<file path="config.mk">
export PLATFORM = sky130hd
export DESIGN_NAME = clk_switch_ctrl
export DESIGN_NICKNAME = d
export VERILOG_FILES = /design/src/rtl/clk_switch_ctrl.sv
export SDC_FILE = /design/constraint.sdc
export NUM_CORES = 1
export LEC_CHECK = 0
export ABC_AREA = 1
export BUFFER_PORTS_ARGS = -buffer_cell sky130_fd_sc_hd__buf_2
export CAP_MARGIN = 15
export CORE_MARGIN = 10
export CORE_UTILIZATION = 40
export DETAILED_ROUTE_END_ITERATION = 12
export PLACE_DENSITY = 0.67
export RECOVER_POWER = 100
export SYNTH_ARGS = -nofsm -noshare
export SYNTH_HDL_FRONTEND = slang
export SYNTH_SLANG_ARGS = --single-unit
export TNS_END_PERCENT = 10
</file>
<file path="constraint.sdc">
create_clock -name i_clk -period 1.18 [get_ports i_clk]
set_input_delay 0.059 -clock i_clk [delete_from_list [all_inputs] [get_ports i_clk]]
set_output_delay 0.059 -clock i_clk [all_outputs]
set_load 0.1 [all_outputs]
</file>
<file path="src/rtl/clk_switch_ctrl.sv">
// clk_switch_ctrl
//   Sequencer for a gated clock multiplexer. It owns the mux select and the
//   gate enable. A source change happens only once the gate has been closed
//   for GATE_WAIT cycles. The gate reopens only after the new source has
//   settled for SETTLE_WAIT cycles. Switch requests arrive over valid/ready.
//
// Ports
//   i_clk           free-running control clock
//   i_rst_n         asynchronous reset, active low
//   i_run_req       1 = output clock requested running
//   i_sw_valid      switch request valid
//   i_sw_sel        requested source, sampled on accept
//   o_sw_ready      request can be accepted (decoded from state)
//   o_sel           mux select (registered)
//   o_en            clock gate enable (registered)
//   o_busy          switch sequence in progress (DRAIN or SELECT)
//   o_switch_done   one-cycle pulse when a switch completes
module clk_switch_ctrl #(
  parameter int unsigned GATE_WAIT   = 2,
  parameter int unsigned SETTLE_WAIT = 2,
  parameter int unsigned CNT_W       = 4,
  parameter logic        SEL_RST     = 1'b0
) (
  input  logic i_clk,
  input  logic i_rst_n,
  input  logic i_run_req,
  input  logic i_sw_valid,
  input  logic i_sw_sel,
  output logic o_sw_ready,
  output logic o_sel,
  output logic o_en,
  output logic o_busy,
  output logic o_switch_done
);

  typedef enum logic [1:0] {
    ST_OFF    = 2'd0,
    ST_ON     = 2'd1,
    ST_DRAIN  = 2'd2,
    ST_SELECT = 2'd3
  } state_t;

  localparam logic [CNT_W-1:0] GATE_LOAD   = CNT_W'(GATE_WAIT - 1);
  localparam logic [CNT_W-1:0] SETTLE_LOAD = CNT_W'(SETTLE_WAIT - 1);
  localparam logic [CNT_W-1:0] CNT_ZERO    = {CNT_W{1'b0}};
  localparam logic [CNT_W-1:0] CNT_ONE     = {{(CNT_W-1){1'b0}}, 1'b1};

  state_t           r_state;
  logic [CNT_W-1:0] r_cnt;
  logic             r_sel;
  logic             r_en;
  logic             r_busy;
  logic             r_done;
  logic             r_target;

  state_t           w_state_nxt;
  logic [CNT_W-1:0] w_cnt_nxt;
  logic             w_sel_nxt;
  logic             w_en_nxt;
  logic             w_done_nxt;
  logic             w_target_nxt;
  logic             w_ready;
  logic             w_accept;

  // Requests are only taken in the two idle states.
  assign w_ready  = (r_state == ST_OFF) || (r_state == ST_ON);
  assign w_accept = i_sw_valid & w_ready;

  // State register plus registered copies of every output.
  always_ff @(posedge i_clk or negedge i_rst_n) begin
    if (!i_rst_n) begin
      r_state  <= ST_OFF;
      r_cnt    <= CNT_ZERO;
      r_sel    <= SEL_RST;
      r_en     <= 1'b0;
      r_busy   <= 1'b0;
      r_done   <= 1'b0;
      r_target <= SEL_RST;
    end else begin
      r_state  <= w_state_nxt;
      r_cnt    <= w_cnt_nxt;
      r_sel    <= w_sel_nxt;
      r_en     <= w_en_nxt;
      r_busy   <= (w_state_nxt == ST_DRAIN) || (w_state_nxt == ST_SELECT);
      r_done   <= w_done_nxt;
      r_target <= w_target_nxt;
    end
  end

  // Next-state, counter and output sequencing.
  always_comb begin
    w_state_nxt  = r_state;
    w_cnt_nxt    = r_cnt;
    w_sel_nxt    = r_sel;
    w_en_nxt     = r_en;
    w_done_nxt   = 1'b0;
    w_target_nxt = r_target;
    case (r_state)
      ST_OFF: begin
        if (w_accept) begin
          w_target_nxt = i_sw_sel;
          if (i_sw_sel != r_sel) begin
            // The gate is already closed, so the select can move at once.
            w_state_nxt = ST_SELECT;
            w_sel_nxt   = i_sw_sel;
            w_cnt_nxt   = SETTLE_LOAD;
          end else begin
            w_done_nxt = 1'b1;
          end
        end else if (i_run_req) begin
          w_state_nxt = ST_ON;
          w_en_nxt    = 1'b1;
        end else begin
          w_state_nxt = ST_OFF;
        end
      end
      ST_ON: begin
        if (w_accept) begin
          w_target_nxt = i_sw_sel;
          if (i_sw_sel != r_sel) begin
            w_state_nxt = ST_DRAIN;
            w_en_nxt    = 1'b0;
            w_cnt_nxt   = GATE_LOAD;
          end else begin
            w_done_nxt = 1'b1;
          end
        end else if (!i_run_req) begin
          w_state_nxt = ST_OFF;
          w_en_nxt    = 1'b0;
        end else begin
          w_state_nxt = ST_ON;
        end
      end
      ST_DRAIN: begin
        if (r_cnt == CNT_ZERO) begin
          w_state_nxt = ST_SELECT;
          w_sel_nxt   = r_target;
          w_cnt_nxt   = SETTLE_LOAD;
        end else begin
          w_cnt_nxt = r_cnt - CNT_ONE;
        end
      end
      ST_SELECT: begin
        if (r_cnt == CNT_ZERO) begin
          // run_req is only looked at again here, on leaving SELECT.
          w_done_nxt = 1'b1;
          if (i_run_req) begin
            w_state_nxt = ST_ON;
            w_en_nxt    = 1'b1;
          end else begin
            w_state_nxt = ST_OFF;
            w_en_nxt    = 1'b0;
          end
        end else begin
          w_cnt_nxt = r_cnt - CNT_ONE;
        end
      end
      default: begin
        w_state_nxt = ST_OFF;
        w_en_nxt    = 1'b0;
        w_cnt_nxt   = CNT_ZERO;
      end
    endcase
  end

  assign o_sw_ready    = w_ready;
  assign o_sel         = r_sel;
  assign o_en          = r_en;
  assign o_busy        = r_busy;
  assign o_switch_done = r_done;

endmodule

</file>
## Word level (Yosys, flattened, before mapping)

Index checks and enable logic that the tools add are counted.

- Register bits after elaboration: 11
- Bits of input ports: 5
- Output and inout bits: 5
- Word-level logic and storage cells: 66

- Add/subtract/negate cells: 1
- Equality and inequality tests: 17
- Multiplexer cells: 29
- Bitwise operators: 1
- Reductions and logical operators: 11

Operators by type and width:

| cell | count |
|---|---|
| 4-bit two-way mux | 4 |
| 1-bit two-way mux | 14 |
| 2-bit two-way mux | 6 |
| 2-bit != test (second input constant) | 6 |
| 4-bit one-hot mux with 3 select lines | 1 |
| 2-bit equality test (second input constant) | 4 |
| 2-bit one-hot mux with 4 select lines | 1 |
| 2-bit by 1-bit != test with 1-bit output (second input constant) | 3 |
| 6-bit AND reduction | 1 |
| 4-bit zero test | 1 |
| 1-bit one-hot mux with 2 select lines | 2 |
| 4-bit AND reduction | 1 |
| 4-bit by 1-bit subtractor with 4-bit output (second input constant) | 1 |
| 3-bit by 2-bit != test with 1-bit output (second input constant) | 1 |
| 3-bit != test (second input constant) | 1 |
| 1-bit one-hot mux with 3 select lines | 1 |
| 3-bit AND reduction | 1 |
| 3-bit nonzero test | 1 |
| 2-bit by 1-bit equality test with 1-bit output (second input constant) | 1 |
| 2-bit zero test | 1 |
| 1-bit logical OR | 2 |
| 2-bit AND reduction | 1 |
| 2-bit nonzero test | 1 |
| 2-bit OR reduction | 1 |
| 2 further kinds | 2 |

## Logic depth before layout (Yosys ltp)

- Word-level depth: 7
- Gate-level depth with buffers: 9
- Gate-level depth less buffers: 9

## Worst setup path before layout

Ideal clock, no wire load.

- Path type: reg-to-reg
- From: register o_busy (netlist name)
- To: register r_sel, in the netlist o_sel
- Arrival time: 2,053 ps
- Path slack: -996 ps
- Stages on the path, launching flop included: 8
- Buffers on the path: 0
- Clock period less this slack: 2,176 ps
- Path through: dfrtp_1 inv_2 nor2_4 nand2_2 nand2_1 nand2_1 nand2_1 nand2_1

RTL lines:

| what | line | text |
|---|---|---|
| to (signal assigned) | 82 | `r_sel <= w_sel_nxt;` |
| to (decl) | 50 | `logic r_sel;` |

==> insert_results.sql <==
INSERT INTO impl_metrics (metric_group, metric, value, unit) VALUES
('die', 'vert_die_dim', '60.4', 'µm'),
('die', 'io_pins', '10', ''),
('global_routing', 'gr-usage-met3', '3.97', '%'),
('cts', 'clock_latency', '0.26', 'ns'),
('outcome', 'result_of_the_run', 'complete, but fails checks', ''),
('worst_hold_path', 'worstHoldPathCells', '3', ''),
('detailed_routing', 'initialDrtViolationCount', '22', ''),
('timing', 'maximum_frequency_from_static_timing_analysis', '0.809', 'GHz'),
('place', 'dp_hpwl', '1210', 'µm'),
('synth', 'async_s_r_ff_share_synth', '100', '%'),
('place', 'gp_congestion', '0.779', ''),
('cts', 'cts_tree', 'yes', ''),
('global_routing', 'grt_busiest_layer', 'met2', ''),
('die', 'placement_rows', '14', ''),
('synth', 'synth_xor_xnor_area_share', '1.34', '%'),
('synth', 'fraction_of_the_mapped_netlist_area_in_simple_logic_gates', '43.6', '%'),
('die', 'floorplan.core_area', '1520', 'µm²'),
('synth', 'cell_count_after_synthesis', '100', ''),
('cts', 'clk_pin_slew_worst_paths', '0.06', 'ns'),
('synth', 'synth.top_cell.area_share', '38.2', '%'),
('worst_setup_path', 'r2r_slack', '-0.03', 'ns'),
('final_layout', 'drive_above_1_share', '43.1', '%'),
('synth', 'muxShareOfSynthArea', '0', '%'),
('synth', 'leading_cell_types_by_total_area_after_synthesis', 'sky130_fd_sc_hd__dfrtp_1 38%, sky130_fd_sc_hd__nand2_1 25%, sky130_fd_sc_hd__inv_1 6.3%', ''),
('timing', 'max-slew-margin-rel', '63.3', '%'),
('place', 'dpl_worst_slack', '-0.133', 'ns'),
('final_layout', 'antenna_diode_count', '0', ''),
('synth', 'adder_and_majority_gate_portion_of_the_synthesized_area', '3.82', '%'),
('worst_setup_path', 'cp_slowest_stage_delay', '0.57', 'ns'),
('synth', 'synth_top_family_by_area', 'simple AND/OR/NAND/NOR gates', ''),
('detailed_routing', 'drcViolationCount', '0', ''),
('worst_setup_path', 'critical_path.max_fanout', '7', ''),
('detailed_routing', 'vias', '701', ''),
('synth', 'netlist.top_cell.by_area', 'sky130_fd_sc_hd__dfrtp_1', ''),
('cts', 'clkSinkCount', '10', ''),
('worst_setup_path', 'critical-path-top-delay-family', 'flip-flops', ''),
('timing', 'final-setup-viol-count', '9', ''),
('synth', 'yosysUniqueCellTypes', '15', ''),
('timing', 'report.final.slew_viol_count', '0', ''),
('worst_hold_path', 'min-delay-start', 'i_sw_sel', ''),
('worst_setup_path', 'worstSetupStartpointType', 'register', ''),
('timing', 'timing.final.crit_period', '1.24', 'ns'),
('die', 'dieArea', '3650', 'µm²'),
('timing', 'final_hold_violation_count', '0', ''),
('global_routing', 'grt_util_all_layers', '9.56', '%'),
('synth', 'post-synth-top-count-cell', 'sky130_fd_sc_hd__nand2_1', ''),
('worst_setup_path', 'worst_r2r_endpoint', 'o_busy$_DFF_PN0_', ''),
('synth', 'synth_area_per_cell', '6.54', 'µm²'),
('timing', 'final.period_utilization', '105', '%'),
('synth', 'synth-seq-area-share', '38.2', '%'),
('worst_hold_path', 'hold_path_class', 'in -> reg', ''),
('cts', 'ctsLongestPathBuffers', '2', ''),
('detailed_routing', 'routed_wire_length_per_instance', '11.4', 'µm'),
('outcome', 'failed_checks', 'negative setup slack', ''),
('global_routing', 'groute.layer.met2.usage', '17.6', '%'),
('global_routing', 'global_route_wire_length_before_repair', '2690', 'µm'),
('synth', 'synth_fp_nets', '107', ''),
('worst_setup_path', 'critical_path_required', '1.12', 'ns'),
('detailed_routing', 'via_per_inst', '4.80', ''),
('final_layout', 'area.sequential', '255', 'µm²'),
('global_routing', 'grt_start_max_net_pins', '11', ''),
('worst_setup_path', 'critical_path_type', 'reg -> out', ''),
('detailed_routing', 'firstDrtPassIters', '4', ''),
('worst_setup_path', 'critical-path-slowest-cell', 'sky130_fd_sc_hd__dfrtp_4', ''),
('worst_setup_path', 'reg2reg_from', 'o_busy$_DFF_PN0_', ''),
('synth', 'yosysWarningCount', '0', ''),
('timing', 'worst_setup_slack_final', '-0.0558', 'ns'),
('global_routing', 'grt_pass1_vias', '696', ''),
('place', 'place.port_buffers', '9', ''),
('detailed_routing', 'postRouteAntennaNets', '0', ''),
('final_layout', 'fin_nets', '138', '');
==> metrics by stage <==
stage               TNS, ns  hold WS, ns  std cells  instance area (µm²)  util, %
floorplan             -1.16       -0.237        100                  672        -
global placement     -0.425      -0.0670        136                  865     56.7
detailed placement   -0.681      -0.0692        136                  865     56.7
CTS                  -0.279       0.0771        144                 1000     65.6
global route         -0.905       0.0808        146                 1060     69.8
finish               -0.220       0.0826        146                 1060     69.8
==> cell families (layout without fill, tap and decap cells) <==
| kind of cell | Yosys count | count (layout) |
|---|---|---|
| buffers and inverters | 14 | 44 |
| AND/OR/NAND/NOR | 67 | 67 |
| XOR/XNOR | 1 | 1 |
| AO/OA/AOI/OAI | 6 | 6 |
| flip-flops | 10 | 10 |
| adder cells (fa/ha/maj) | 2 | 2 |
==> how the worst max path moves through the flow <==
stage | to | slack, ns
6_report | o_sw_ready | -0.06
3_3_place_gp | r_cnt[0]$_DFFE_PN0P_ | -0.08
3_5_place_dp | r_cnt[0]$_DFFE_PN0P_ | -0.13
4_1_cts | o_sw_ready | -0.05
2_1_floorplan | o_en$_DFFE_PN0P_ | -0.20
5_1_grt | r_cnt[2]$_DFFE_PN0P_ | -0.11
==> area by class of cell <==
class / count / area share, %
multi-input combinational: 76 / 43.3
inverter: 14 / 6.12
sequential: 10 / 24.0
tap: 16 / 1.88
timing repair buffer: 26 / 21.3
clock buffer: 4 / 3.41
==> state kept, by name, indices dropped and copies added (netlist names) <==
signal and count:
r_target 1, o_en 1, o_switch_done 1, r_cnt 4, o_sel 1, r_state 1
o_busy 1
==> layer usage <==
| metal | up-vias | part of all wire (%) |
|---|---|---|
| met5 | - | 0 |
| met4 | 0 | 0.90 |
| met3 | 2 | 5.4 |
| met2 | 12 | 53 |
| met1 | 319 | 41 |
| li1 | 368 | - |
==> what timing repair did <==
item,CTS,global route
buffers inserted,3,2
hold buffers,1,0
hold endpoints to repair,10,0
gates resized for setup,17,12
endpoints found under the setup margin,11,10
pin swaps,7,6
==> worst register-to-register path, delay by kind of cell (launching register included) <==
kind                   cells  cell delay [ns]
buffers and inverters      3             0.31
AND/OR/NAND/NOR            3             0.23
flip-flops                 1             0.57
==> cells in the final DEF, fill, tap and decap left out, types with 5 or more instances in the layout <==
cell type | Yosys | routed
sky130_fd_sc_hd__nand2_1 | 43 | 38
sky130_fd_sc_hd__nor2_4 | 1 | 5
sky130_fd_sc_hd__nand2_2 | 3 | 6
sky130_fd_sc_hd__nand3_1 | 7 | 6
sky130_fd_sc_hd__dfrtp_1 | 10 | 8
sky130_fd_sc_hd__nor2_1 | 11 | 6
sky130_fd_sc_hd__buf_2 | 0 | 5
sky130_fd_sc_hd__inv_1 | 11 | 8
sky130_fd_sc_hd__inv_2 | 3 | 5
sky130_fd_sc_hd__buf_4 | 0 | 14
Power is not shown: default switching activity piles up to over one toggle a cycle in this logic, so the estimate is an artifact.
